<file path="src/rtl/m2p_serializer.sv">
// Method-to-pipe marshaller: per-channel one-entry holding buffers, round-robin
// arbitration, and serialisation as a header beat plus payload beats onto the enq pipe.
module m2p_serializer #(
    parameter int unsigned NUM_METHODS = 4,
    parameter int unsigned PAYLOAD_WIDTH = 128,
    parameter int unsigned BEAT_WIDTH = 32,
    parameter logic [16*NUM_METHODS-1:0] METHOD_BEATS = {16'd4, 16'd4, 16'd2, 16'd1}
) (
    input  logic                                 CLK,
    input  logic                                 nRST,
    input  logic [NUM_METHODS-1:0]               method_ENA,
    input  logic [NUM_METHODS*PAYLOAD_WIDTH-1:0] method_v,
    output logic [NUM_METHODS-1:0]               method_RDY,
    output logic                                 pipe_enq__ENA,
    output logic [BEAT_WIDTH-1:0]                pipe_enq_v,
    input  logic                                 pipe_enq__RDY
);

    localparam int unsigned SEL_W = (NUM_METHODS > 1) ? $clog2(NUM_METHODS) : 1;
    localparam int unsigned MAX_BEATS = PAYLOAD_WIDTH / BEAT_WIDTH;
    localparam int unsigned CNT_W = $clog2(MAX_BEATS + 1);

    typedef enum logic [0:0] {
        ST_IDLE,
        ST_SEND
    } state_e;

    state_e                   state_q, state_d;
    logic [NUM_METHODS-1:0]   held_q, held_d;
    logic [PAYLOAD_WIDTH-1:0] payload_q [NUM_METHODS];
    logic [PAYLOAD_WIDTH-1:0] payload_d [NUM_METHODS];
    logic [SEL_W-1:0]         rr_q, rr_d;
    logic [SEL_W-1:0]         sel_q, sel_d;
    logic [CNT_W-1:0]         cnt_q, cnt_d;

    logic [NUM_METHODS-1:0]   cap_c;
    logic [SEL_W-1:0]         grant_c;
    logic                     found_c;
    logic [15:0]              nb_c;
    logic                     last_c;
    logic [BEAT_WIDTH-1:0]    beat_c;
    logic                     enq_ena_c;
    logic [SEL_W-1:0]         next_rr_c;

    // Round-robin grant: first held channel at or after rr_q, wrapping.
    always_comb begin
        logic [SEL_W-1:0] idx;
        grant_c = '0;
        found_c = 1'b0;
        idx     = '0;
        for (int unsigned i = 0; i < NUM_METHODS; i++) begin
            idx = SEL_W'((32'(rr_q) + i) % NUM_METHODS);
            if (!found_c && held_q[idx]) begin
                found_c = 1'b1;
                grant_c = idx;
            end
        end
    end

    // Beat content for the selected channel; beat 0 is the header.
    always_comb begin
        nb_c   = '0;
        beat_c = '0;
        for (int unsigned i = 0; i < NUM_METHODS; i++) begin
            if (sel_q == SEL_W'(i)) begin
                nb_c = METHOD_BEATS[i*16 +: 16];
            end
        end
        if (cnt_q == '0) begin
            beat_c = BEAT_WIDTH'({16'(sel_q), nb_c + 16'd1});
        end else begin
            for (int unsigned k = 0; k < MAX_BEATS; k++) begin
                if (cnt_q == CNT_W'(k + 1)) begin
                    beat_c = payload_q[sel_q][k*BEAT_WIDTH +: BEAT_WIDTH];
                end
            end
        end
    end

    always_comb begin
        enq_ena_c = (state_q == ST_SEND) && pipe_enq__RDY;
        last_c    = (16'(cnt_q) == nb_c);
        next_rr_c = (32'(sel_q) == NUM_METHODS - 1) ? '0 : sel_q + SEL_W'(1);
    end

    // Next-state: captures, arbitration and beat sequencing.
    always_comb begin
        state_d   = state_q;
        held_d    = held_q;
        payload_d = payload_q;
        rr_d      = rr_q;
        sel_d     = sel_q;
        cnt_d     = cnt_q;

        cap_c = method_ENA & ~held_q;
        for (int unsigned i = 0; i < NUM_METHODS; i++) begin
            if (cap_c[i]) begin
                payload_d[i] = method_v[i*PAYLOAD_WIDTH +: PAYLOAD_WIDTH];
            end
        end
        held_d = held_q | cap_c;

        case (state_q)
            ST_IDLE: begin
                if (found_c) begin
                    sel_d   = grant_c;
                    cnt_d   = '0;
                    state_d = ST_SEND;
                end
            end
            ST_SEND: begin
                if (enq_ena_c) begin
                    if (last_c) begin
                        held_d[sel_q] = 1'b0;
                        rr_d          = next_rr_c;
                        cnt_d         = '0;
                        state_d       = ST_IDLE;
                    end else begin
                        cnt_d = cnt_q + CNT_W'(1);
                    end
                end
            end
            default: state_d = ST_IDLE;
        endcase
    end

    always_ff @(posedge CLK or posedge nRST) begin
        if (nRST) begin
            state_q   <= ST_IDLE;
            held_q    <= '0;
            payload_q <= '{default: '0};
            rr_q      <= '0;
            sel_q     <= '0;
            cnt_q     <= '0;
        end else begin
            state_q   <= state_d;
            held_q    <= held_d;
            payload_q <= payload_d;
            rr_q      <= rr_d;
            sel_q     <= sel_d;
            cnt_q     <= cnt_d;
        end
    end

    // Beat handshake follows pipe readiness directly; data is zero when idle.
    assign method_RDY    = ~held_q;
    assign pipe_enq__ENA = enq_ena_c;
    assign pipe_enq_v    = enq_ena_c ? beat_c : '0;

endmodule

</file>
<file path="config.mk">
export PLATFORM = sky130hd
export DESIGN_NAME = m2p_serializer
export DESIGN_NICKNAME = d
export VERILOG_FILES = /design/src/rtl/m2p_serializer.sv
export SDC_FILE = /design/constraint.sdc
export NUM_CORES = 1
export LEC_CHECK = 0
export BUFFER_PORTS_ARGS = -buffer_cell sky130_fd_sc_hd__buf_2
export CAP_MARGIN = 20
export CORE_MARGIN = 2
export CORE_UTILIZATION = 50
export DETAILED_ROUTE_END_ITERATION = 8
export GPL_TIMING_DRIVEN = 0
export PLACE_DENSITY = 0.81
export SLEW_MARGIN = 40
export SYNTH_ARGS = -nofsm -noshare
export SYNTH_HDL_FRONTEND = slang
export SYNTH_SLANG_ARGS = --single-unit
</file>
<file path="constraint.sdc">
create_clock -name CLK -period 27.1 [get_ports CLK]
set_input_delay 5.42 -clock CLK [delete_from_list [all_inputs] [get_ports CLK]]
set_output_delay 5.42 -clock CLK [all_outputs]
set_load 0.02 [all_outputs]
</file>
* Yosys cells after proc, flatten, opt, wreduce, memory -nomap -nowiden
Index checks and enable logic that the tools add are counted.
** Word-level totals
- Logic and storage cells :: 95
- Flip-flop bits (word level) :: 524
- Output and inout port bits :: 37
** Cells by class
- Equal/unequal tests :: 10
- Bitwise operators :: 7
- Reduce and logical (&&, ||, !) cells :: 13
- Muxes and demuxes :: 43
- Magnitude comparators :: 7
- Add/sub/neg operators :: 6
** Operators with widths (number)
- $bmux W128 S2 :: 1
- $mux W128 :: 2
- $mux W32 :: 6
- $mux W16 :: 3
- $add A16 B1 Y16 const B :: 1
- $eq A3 B16 Y1 :: 1
- $lt A2 B3 Y1 const B :: 5
- $mux W1 :: 13
- $mux W4 :: 3
- $mux W2 :: 5
- $mux W3 :: 3
- $and A4 B4 Y4 :: 2
- $bmux W1 S2 :: 4
- $not A4 Y4 :: 2
- $eq A3 B2 Y1 const B :: 2
- $pmux W3 S2 :: 1
- $logic_and A1 B1 Y1 :: 5
- $add A2 B1 Y2 const B :: 2
- $add A2 B2 Y2 const B :: 2
- $eq A2 B2 Y1 const B :: 2
- $or A4 B4 Y4 :: 1
- $reduce_and A2 Y1 :: 2
- $add A3 B1 Y3 const B :: 1
- $eq A3 B1 Y1 const B :: 1
- 14 further kinds :: 16

* Longest topological paths before layout
Gate-level depths: netlist (run 1).
- Depth in word-level cells :: 14
- Depth in mapped cells :: 11
- Depth with buffers taken out :: 7

* Worst setup path before layout (run 1)
No wires, ideal clock.
- Path type :: input to output
- From :: input pipe_enq__RDY
- To :: output pipe_enq_v[10]
- Cell stages on the path :: 5
- Path slack :: 15117 ps
- Data required time :: 21680 ps
- Arrival :: 6563 ps
- Cells stage by stage :: nand2_1 clkinv_1 nand3_1 buf_2 o22ai_1
** On the way
- Longest elaborated chain between the ends :: 2
** Ends and longest elaborated chain
- from (decl) :: RTL line 16 : input logic pipe_enq__RDY
- $logic_and A1 B1 Y1 :: RTL line 81 : enq_ena_c = (state_q == ST_SEND) && pipe_enq__RDY;
- net pipe_enq__ENA :: RTL line 14 : output logic pipe_enq__ENA,
- $mux W32 :: RTL line 148 : assign pipe_enq_v = enq_ena_c ? beat_c : '0;
- to (decl) :: RTL line 15 : output logic [BEAT_WIDTH-1:0] pipe_enq_v,
The timed path passes the listed nets, and every way through them passes these cells.

* Final worst setup path (run 1)
- From :: input pipe_enq__RDY
- To :: output pipe_enq_v[25]
** On the way
- Longest elaborated chain between the ends :: 2
** Ends and longest elaborated chain (RTL line)
- $logic_and A1 B1 Y1 :: 81
- $mux W32 :: 148
Every way passes these cells.

==> flow_summary.ini, run 1 <==
[worst_setup_path]
required_ns = 21.68
worstPathMaxFanout = 10
crit_type = input port to primary output
arrival_ns = 7.47
r2r-end = rr_q[1]$_DFFE_PP0P_
max_stage_delay_ns = 0.56
cp_cell_sequence = buf_2 -> nand2_1 -> clkinv_1 -> nand3_1 -> clkbuf_8 -> o22ai_1 -> buf_2
crit_end = pipe_enq_v[25]
timing.critical_path.mode_cell = buf_2
end_kind = primary output
r2r-start = sel_q[0]$_DFFE_PP0P_
reg2reg_setup_slack_ns = 23.96
start_kind = input port
rr_worst_depth = 10
cpMaxStageDelayCell = nand3_1
worstSetupStartpoint = pipe_enq__RDY

[timing]
skew_ns = 0.01764
period_needed_ns = 12.89
report.final.slew_viol_count = 0
fmax_mhz = 77.60
setup_viol = 0
hold_viol_final = 0
period_share_pct = 47.55
rsz0062_at_grt = false
finalSetupTns_ns = 0
max_slew_margin_pct = 40.37
worst_pin_slew_ns = 0.8945

[clocking]
cts_made_buffers = 55
cts_tree = built
max-clock-path-buffers = 3
hold_buffers = 0
clock_latency_ns = 0.60
clk_pin_slew_worst_paths_ns = 0.06
cts-root-buf = clkbuf_16
post_cts_buffers = 0
htreeDepth = 2
clock-sinks = 524
cts_resized = 0

[placed_design]
place_inst = 2734
place_congestion = 0.8978
portBuffers = 555
place_hpwl_um = 62320

[yosys]
netlist_instances = 1558
syn-num-nets = 2088
yosys_warnings = 0
ys_seq_elements = 524
synth-edff-count = 0
synthFlopType = dfrtp_1
synthArstFlopShare_pct = 100.0
syn_area_per_cell_um2 = 15.46
synth_seq_area_share_pct = 54.44
netlist_area_um2 = 24090
synth_cell_types = 54

[routing]
detail-route-antenna-nets = 0
dr.pass1.iters = 5
route.detailed.drc = 0
routed_via_density = 5.928
avgRoutedWirePerCell_um = 28.74
dr_total_vias = 17000
drt_wl_total_um = 82400
drtIter0Drc = 1253

[cells_and_area]
drive_gt1_share_pct = 60.20
fin_nets = 2706
ff_latch_area_um2 = 13110
multi_input_area_um2 = 10120
fin_cells = 2867
area_growth_syn_to_layout_pct = 23.38
fill_cells = 3588

[grt]
gr-total-overflow = 0
antenna_found_initial = 49
grt_max_degree = 86
first_global_vias = 18420
grt_util_all_layers_pct = 32.97
grt_pass1_wl_um = 118900

[power_and_ir_drop]
leakage_nw = 13.72
p_int_mw = 2.346
clkPwrFrac_pct = 21.7
combPwrFrac_pct = 39.3
p_sw_mw = 1.205
power_frac_seq_pct = 39.0
switching_share_pct = 33.93
vdd_drop_max_mv = 0.07061
power_density_nw_per_um2 = 119.5

[floorplanning]
ios = 556
die_area_um2 = 49950
fp.dieW_um = 223.5
num_rows = 80
dieHeight_um = 223.5
initial_core_util_pct = 50.56
core_region_area_um2 = 47650

[flow_run]
maxCapViolations = 0

[hold_path]
hp-class = register to register

[status]
outcome = complete, no violations
## registers in the layout, summed over array words and instances (netlist names)
| register | flops |
|---|---|
| state_q | 1 |
| cnt_q | 3 |
| held_q | 4 |
| sel_q | 2 |
| rr_q | 2 |
| payload_q | 512 |
## power groups by stage
stage	sequential, mW	combinational, mW	clock, mW
after global routing	1.42	1.47	0.811
after CTS	1.37	1.40	0.780
after floorplan	1.30	0.981	0
after detailed placement	1.38	1.40	0
after global placement	1.35	1.35	0
final	1.38	1.40	0.772
## through the flow
stage | setup WS (ns) | util [%] | power [mW] | instance area [um2] | hold WS [ns]
global route | 14.19 | 62.35 | 3.703 | 29710 | 0.5080
finish | 14.21 | 62.38 | 3.550 | 29720 | 0.5008
floorplan | 7.040 | - | 2.286 | 24090 | 0.4719
detailed placement | 14.30 | 58.38 | 2.780 | 27820 | 0.4886
CTS | 14.25 | 62.19 | 3.557 | 29630 | 0.5019
global placement | 2.309 | 58.00 | 2.708 | 27640 | 0.4808
## cells by family (layout without fill, tap and decap cells)
group | count (synthesis) | in the layout | share of synthesized area, %
flops | 524 | 524 | 54.44
other cells | 0 | 36 | 0
fa+ha+maj | 11 | 11 | 0.5714
simple gates | 49 | 49 | 1.065
buf+inv | 146 | 804 | 3.589
mux | 676 | 676 | 36.22
xor+xnor | 2 | 2 | 0.07273
compound gates | 150 | 150 | 4.041
## final cells by class
cell class	count	share of cell area, %
Antenna cell	36	0.3031
Buffer	107	2.425
Clock buffer	79	5.338
Clock inverter	18	0.7662
Inverter	39	0.5178
Multi-Input combinational cell	888	34.04
Sequential cell	524	44.12
Tap cell	615	2.589
Timing Repair Buffer	561	9.902
## routing by layer
metal | track usage (%) | up-vias | wire length (um)
li1 | - | 7127 | -
met1 | 41.61 | 8804 | 31670
met2 | 53.54 | 806 | 40110
met3 | 8.126 | 233 | 6466
met4 | 16.11 | 26 | 4008
met5 | 0 | - | 149
## cell usage in the layout, fill, tap and decap left out, types with 7 or more instances in the layout
cell	n
ha_1	11
buf_2	619
clkinv_2	9
buf_4	7
a21oi_1	36
nor2_1	12
buf_6	10
o221ai_1	26
clkbuf_16	55
dfrtp_1	524
mux2i_1	60
o21ai_0	33
nand2_1	11
clkbuf_8	17
diode_2	36
inv_1	36
o22ai_1	30
mux4_2	63
mux2_2	521
mux4_1	31
clkbuf_1	24
## critical path: cells and delay by family
kind	cells	cell delay, ns
buffers and inverters	4	0.96
and+or+nand+nor	2	0.72
AOI/OAI and AO/OA	1	0.35
## how the worst min path moves through the flow
stage | startpoint | end | slack, ns | cells after the start
2_1_floorplan | payload_q[128]$_DFFE_PP0P_ | payload_q[128]$_DFFE_PP0P_ | 0.47 | 1
3_3_place_gp | payload_q[325]$_DFFE_PP0P_ | payload_q[325]$_DFFE_PP0P_ | 0.48 | 1
3_5_place_dp | payload_q[473]$_DFFE_PP0P_ | payload_q[473]$_DFFE_PP0P_ | 0.49 | 1
4_1_cts | payload_q[473]$_DFFE_PP0P_ | payload_q[473]$_DFFE_PP0P_ | 0.50 | 1
5_1_grt | payload_q[155]$_DFFE_PP0P_ | payload_q[155]$_DFFE_PP0P_ | 0.51 | 1
6_report | payload_q[473]$_DFFE_PP0P_ | payload_q[473]$_DFFE_PP0P_ | 0.50 | 1
## Yosys cell counts (3+ instances only)
cell      number  share of area [%]
a21oi_1       36               0.75
a221oi_1       3               0.11
buf_2         64                1.3
buf_4          7               0.22
buf_6         10               0.47
buf_8          4               0.25
clkbuf_1      14               0.22
clkbuf_8       5               0.29
dfrtp_1      524                 54
ha_1          11               0.57
inv_1         37               0.58
mux2_2       521                 24
mux2i_1       60                2.5
mux4_1        31                3.4
mux4_2        63                5.9
nand2_1       11               0.17
nand2b_1       3              0.078
nand3_1        3              0.062
nor2_1        13               0.20
nor2b_1        5               0.13
nor3_1         4              0.083
o21ai_0       33               0.69
o221ai_1      26               0.95
o22ai_1       30               0.78
Power figures use the tool's default switching activity.
==> inputs of run 2 (changes only) <==
--- a/config.mk
+++ b/config.mk
@@ -8,10 +8,10 @@
 export BUFFER_PORTS_ARGS = -buffer_cell sky130_fd_sc_hd__buf_2
 export CAP_MARGIN = 20
 export CORE_MARGIN = 2
-export CORE_UTILIZATION = 50
+export CORE_UTILIZATION = 49
 export DETAILED_ROUTE_END_ITERATION = 8
 export GPL_TIMING_DRIVEN = 0
-export PLACE_DENSITY = 0.81
+export PLACE_DENSITY = 0.83
 export SLEW_MARGIN = 40
 export SYNTH_ARGS = -nofsm -noshare
 export SYNTH_HDL_FRONTEND = slang
==> constraint.sdc (replaced) <==
create_clock -name CLK -period 11.3 [get_ports CLK]
set_input_delay 2.26 -clock CLK [delete_from_list [all_inputs] [get_ports CLK]]
set_output_delay 2.26 -clock CLK [all_outputs]
set_load 0.02 [all_outputs]
==> run 2 against run 1 <==
Effect of this change: global-route usage down 0.23 points; first-iteration DRC count is 11% lower; final cell count grew 2.3%; sequential share of layout area fell by 0.74 points; count of clock-buffer cells in the layout down 5; register-to-register slack lost 16 ns; combinational power increased by 140%; non-clock buffer count increased by 17; flip-flop and latch count is the same; critical endpoint is now pipe_enq_v[13]; highest routed layer unchanged.
==> flow_summary.ini, run 2 (synthesis gave the netlist of run 1 again) <==
[timing]
period_needed_ns = 6.637
worst_pin_slew_ns = 0.8765
period_share_pct = 58.73
report.final.slew_viol_count = 0
skew_ns = 0.01921
timing.hold.ws_ns = 0.5001
setup_viol = 0
rsz0062_at_grt = false
finalSetupTns_ns = 0
hold_viol_final = 0
fmax_mhz = 150.7
max_slew_margin_pct = 40.06

[clocking]
clk_pin_slew_worst_paths_ns = 0.06
clock-sinks = 524
cts_resized = 0
post_cts_buffers = 0
hold_buffers = 0
htreeDepth = 2
clock_latency_ns = 0.61
cts-root-buf = clkbuf_16
cts_tree = built
max-clock-path-buffers = 3
cts_made_buffers = 55

[grt]
first_global_vias = 18670
gr-total-overflow = 0
grt_pass1_wl_um = 119700
antenna_found_initial = 47
grt_util_all_layers_pct = 32.75
grt_max_degree = 28

[power_and_ir_drop]
vdd_drop_max_mv = 0.1921
leakage_nw = 13.93
finalPower_mw = 8.594
power_density_nw_per_um2 = 284.3

[cells_and_area]
fin_nets = 2723
largest_reg_flops = 512
mostFrequentLayoutCells = buf_2, dfrtp_1, mux2_2
multi_input_area_um2 = 10120
reg.largest.list = payload_q x512, held_q x4, cnt_q x3
finish.utilization_pct = 62.01
drive_gt1_share_pct = 60.76
ff_latch_area_um2 = 13110
fill_cells = 3623
fin_area_um2 = 30230
regMostFlops = payload_q
area_growth_syn_to_layout_pct = 25.49
final_common_cell = buf_2

[floorplanning]
dieHeight_um = 225.7
core_region_area_um2 = 48750
num_rows = 81
initial_core_util_pct = 49.41
ios = 556
die_area_um2 = 50950
fp.dieW_um = 225.7

[routing]
drt_wl_total_um = 83850
avgRoutedWirePerCell_um = 28.60
detail-route-antenna-nets = 0
routed_via_density = 5.883
dr.pass1.iters = 5
route.detailed.drc = 0
drtIter0Drc = 1116
dr_total_vias = 17250

[worst_setup_path]
required_ns = 9.04
timing.critical_path.mode_cell = buf_2
end_kind = primary output
cp_cell_sequence = buf_2 -> nand2_1 -> nor2_2 -> clkbuf_1 -> o21ai_0 -> o22ai_1 -> buf_2
start_kind = input port
path_buf_inv = 3
critical_path_cell_count = 7
worstPathMaxFanout = 10
rr_worst_depth = 9
cpMaxStageDelayCell = clkbuf_1
cp_top_family = buffers and inverters
max_stage_delay_ns = 0.55
crit_type = input port to primary output
arrival_ns = 4.38

[placed_design]
portBuffers = 555
post_dp_cell_area_um2 = 28280
place_hpwl_um = 64620
place_congestion = 0.9146

[flow_run]
maxCapViolations = 0

[hold_path]
hp-class = register to register
hold_depth = 1

[status]
outcome = complete, no violations
-- run 2: worst paths after layout --
kind                                       startpoint                    endpoint  slack, ns
setup / recovery                        pipe_enq__RDY              pipe_enq_v[13]       4.66
hold / removal             payload_q[278]$_DFFE_PP0P_  payload_q[278]$_DFFE_PP0P_       0.50
setup reg to reg                 sel_q[1]$_DFFE_PP0P_         rr_q[1]$_DFFE_PP0P_       8.18
hold reg to reg            payload_q[278]$_DFFE_PP0P_  payload_q[278]$_DFFE_PP0P_       0.50
max in group asynchronous                        nRST  payload_q[205]$_DFFE_PP0P_       8.06
min in group asynchronous                        nRST  payload_q[149]$_DFFE_PP0P_       1.70
-- run 2: final cells by class --
cell class                      instances  share of cell area (%)
Antenna cell                           38                  0.3146
Buffer                                107                   2.384
Inverter                               39                  0.4967
Clock inverter                         20                  0.8982
Timing Repair Buffer                  578                   11.08
Tap cell                              664                   2.748
Multi-Input combinational cell        888                   33.48
Clock buffer                           74                   5.219
Sequential cell                       524                   43.38
-- run 2: metal layers --
layer | global-route usage, % | vias up | routed length [um]
met5 | 0 | - | 140
met2 | 53.72 | 877 | 40650
li1 | - | 7148 | -
met3 | 8.587 | 258 | 6478
met4 | 17.77 | 22 | 4800
met1 | 39.60 | 8943 | 31780
-- run 2: metrics by stage --
step,cells,worst slack [ns]
final,2932,4.663
after global routing,2922,4.666
after detailed placement,2800,4.758
after CTS,2894,4.751
after global placement,2777,-0.5840
after floorplan,1558,1.920
-- run 2: worst register-to-register path, delay by kind of cell, from the launching register on --
family / cells / cell delay [ns]
AO/OA/AOI/OAI: 1 / 0.16
XOR/XNOR: 1 / 0.19
adder cells (fa/ha/maj): 1 / 0.29
buffers and inverters: 4 / 1.12
flip-flops: 1 / 0.39
multiplexers: 1 / 0.40
AND/OR/NAND/NOR: 1 / 0.44
-- run 2: power by group --
part,switching (mW),leakage [nW],internal (mW)
logic,1.64,6.64,1.76
registers,0.518,6.37,2.80
clock network,0.765,0.917,1.11
==> inputs of run 3 (changes only) <==
--- a/config.mk
+++ b/config.mk
@@ -5,13 +5,14 @@
 export SDC_FILE = /design/constraint.sdc
 export NUM_CORES = 1
 export LEC_CHECK = 0
+export ABC_AREA = 1
 export BUFFER_PORTS_ARGS = -buffer_cell sky130_fd_sc_hd__buf_2
 export CAP_MARGIN = 20
 export CORE_MARGIN = 2
-export CORE_UTILIZATION = 49
+export CORE_UTILIZATION = 50
 export DETAILED_ROUTE_END_ITERATION = 8
 export GPL_TIMING_DRIVEN = 0
-export PLACE_DENSITY = 0.83
+export PLACE_DENSITY = 0.81
 export SLEW_MARGIN = 40
 export SYNTH_ARGS = -nofsm -noshare
 export SYNTH_HDL_FRONTEND = slang
==> constraint.sdc (replaced) <==
create_clock -name CLK -period 6.5 [get_ports CLK]
set_input_delay 1.3 -clock CLK [delete_from_list [all_inputs] [get_ports CLK]]
set_output_delay 1.3 -clock CLK [all_outputs]
set_load 0.02 [all_outputs]
==> run 3 against run 2 <==
Effect of this change: critical path depth up 3; worst setup slack worse by 2.9 ns; combinational power up 90%; sequential power up 71%; first-iteration DRC count up 97%; clock skew down 0.0010 ns; total power up 79%; count of clock-buffer cells in the layout up 7; synthesized cell count up 63%; final cell count up 34%; global-route usage up 4.1 points; routed wire length up 15%; critical endpoint is now pipe_enq_v[25]; highest routed layer unchanged.
==> flow_summary.ini, run 3 <==
[status]
outcome = complete, no violations

[routing]
route.detailed.drc = 0
routed_via_density = 5.754
drt_wl_total_um = 96470
dr.pass1.iters = 5
detail-route-antenna-nets = 0
dr_total_vias = 22580
drtIter0Drc = 2203
avgRoutedWirePerCell_um = 24.58

[worst_setup_path]
cpMaxStageDelayCell = clkbuf_1
crit_type = register to primary output
worstPathMaxFanout = 10
start_kind = register
required_ns = 5.20
end_kind = primary output
cp_cell_sequence = inv_1 -> ha_1 -> inv_1 -> nor2_1 -> clkbuf_1 -> nand3_1 -> nand3_1 -> nand2_1 -> a21oi_1 -> buf_2
cp_top_family = simple AND/OR/NAND/NOR gates
arrival_ns = 3.45
path_buf_inv = 4
max_stage_delay_ns = 0.56

[timing]
timing.hold.ws_ns = 0.5006
hold_viol_final = 0
period_share_pct = 73.12
setup_slack_ns = 1.747
skew_ns = 0.01817
setup_viol = 0
worst_pin_slew_ns = 0.9497
max_slew_margin_pct = 36.68
report.final.slew_viol_count = 0
fmax_mhz = 210.4
period_needed_ns = 4.753
rsz0062_at_grt = false

[yosys]
netlist_area_um2 = 24930
synthTopCellsByCount = dfrtp_1, mux2_2, nand2_1, a21oi_1, nor2_1
yosys_warnings = 0
synth_top_area_share_pct = 52.61
synth_seq_area_share_pct = 52.61
syn_area_per_cell_um2 = 9.829
synthFlopType = dfrtp_1
netlist_instances = 2536
synth_cell_types = 28
ys_seq_elements = 524
synth_top_area_cell = dfrtp_1
synth-edff-count = 0
syn-num-nets = 3066
synth.most_common_cell = dfrtp_1
synthArstFlopShare_pct = 100.0
ys_top_cells_by_area = dfrtp_1, mux2_2, nand2_1

[cells_and_area]
fill_cells = 4100
final_common_cell = buf_2
largest_reg_flops = 512
regMostFlops = payload_q
multi_input_area_um2 = 10320
reg.largest.list = payload_q x512, held_q x4, cnt_q x3
fin_nets = 3703
area_growth_syn_to_layout_pct = 25.06
mostFrequentLayoutCells = buf_2, dfrtp_1, mux2_2
ff_latch_area_um2 = 13110
fin_area_um2 = 31170
drive_gt1_share_pct = 37.29

[clocking]
htreeDepth = 2
cts-root-buf = clkbuf_16
cts_tree = built
post_cts_buffers = 0
clk_pin_slew_worst_paths_ns = 0.06
cts_resized = 0
cts_made_buffers = 54
clock-sinks = 524
clock_latency_ns = 0.62
max-clock-path-buffers = 3
hold_buffers = 0

[placed_design]
portBuffers = 555
preCtsSetupSlack_ns = 2.475
place_congestion = 0.9268
post_dp_cell_area_um2 = 29190
place_hpwl_um = 74610

[floorplanning]
fp.dieW_um = 227.3
initial_core_util_pct = 50.81
num_rows = 81
dieHeight_um = 227.3
core_region_area_um2 = 49050
ios = 556
die_area_um2 = 51650

[grt]
antenna_found_initial = 53
grt_pass1_wl_um = 137700
grt_max_degree = 27
first_global_vias = 22330
grt_util_all_layers_pct = 36.88
gr-total-overflow = 0

[flow_run]
maxCapViolations = 0

[power_and_ir_drop]
power_density_nw_per_um2 = 494.9
leakage_nw = 15.56
vdd_drop_max_mv = 0.3404

[hold_path]
hp-class = register to register
run 3: changes by cell type after synthesis, sizes merged, moves of 5 or more:
cell	previous run	this run
mux2	521	400
o21ai	34	206
buf	87	135
clkbuf	19	40
o22ai	30	5
o221ai	27	2
nor2	13	213
mux2i	60	0
nor2b	5	0
nand2	11	400
nand3	3	173
a21oi	36	277
mux4	95	0
inv	38	144
run 3: cell type report:
class,instances,area share [%]
Antenna cell,43,0.3452
Buffer,175,3.031
Clock buffer,81,4.985
Clock inverter,20,1.012
Inverter,145,1.766
Multi-Input combinational cell,1692,33.12
Sequential cell,524,42.07
Tap cell,664,2.665
Timing Repair Buffer,581,11.01
run 3: routing by layer:
| metal | GRT usage [%] | vias to the layer above | wire [um] | part of all wire, % |
|---|---|---|---|---|
| li1 | - | 9841 | - | - |
| met1 | 47.11 | 11020 | 36570 | 38 |
| met2 | 56.96 | 1347 | 43590 | 45 |
| met3 | 8.622 | 352 | 9529 | 9.9 |
| met4 | 23.00 | 28 | 6600 | 6.8 |
| met5 | 0 | - | 183 | 0.19 |
run 3: worst paths after layout:
check | startpoint | end | slack, ns | depth (start not counted)
setup / recovery | cnt_q[0]$_DFFE_PP0P_ | pipe_enq_v[25] | 1.75 | 10
hold / removal | payload_q[13]$_DFFE_PP0P_ | payload_q[13]$_DFFE_PP0P_ | 0.50 | 1
setup reg to reg | sel_q[0]$_DFFE_PP0P_ | held_q[2]$_DFF_PP0_ | 3.66 | 13
hold reg to reg | payload_q[13]$_DFFE_PP0P_ | payload_q[13]$_DFFE_PP0P_ | 0.50 | 1
max in group asynchronous | nRST | payload_q[363]$_DFFE_PP0P_ | 4.18 | 9
min in group asynchronous | nRST | payload_q[18]$_DFFE_PP0P_ | 0.69 | 2
run 3: where the power goes:
group | internal, mW | switching [mW]
Sequential | 4.85 | 0.818
Clock | 1.94 | 1.37
Combinational | 2.50 | 3.95
Total | 9.28 | 6.14
run 3: cell families after synthesis:
kind of cell	Yosys count	synth area share [%]
compound gates	490	9.924
xor+xnor	2	0.07029
fa+ha+maj	11	0.5522
buf+inv	320	5.979
flops	524	52.61
mux	400	18.07
simple gates	789	12.80
run 3: worst register-to-register path: stages (launching register included):
cell and delay [ns]:
dfrtp_1 0.42, buf_6 0.19, inv_2 0.15, buf_6 0.20, buf_6 0.18, buf_6 0.17
ha_1 0.23, nor2_1 0.32, xor2_1 0.24, nand3_1 0.19, inv_1 0.20, nand2_1 0.11
o21ai_0 0.09, inv_1 0.05
run 3: stage by stage:
stage	setup TNS, ns	cells	util (%)	total power, mW
global route	0	3915	63.50	16.16
detailed placement	0	3781	59.51	11.90
CTS	0	3882	63.33	15.24
global placement	-2564.57	3755	58.18	11.66
floorplan	-1006.17	2536	-	9.560
finish	0	3925	63.55	15.43
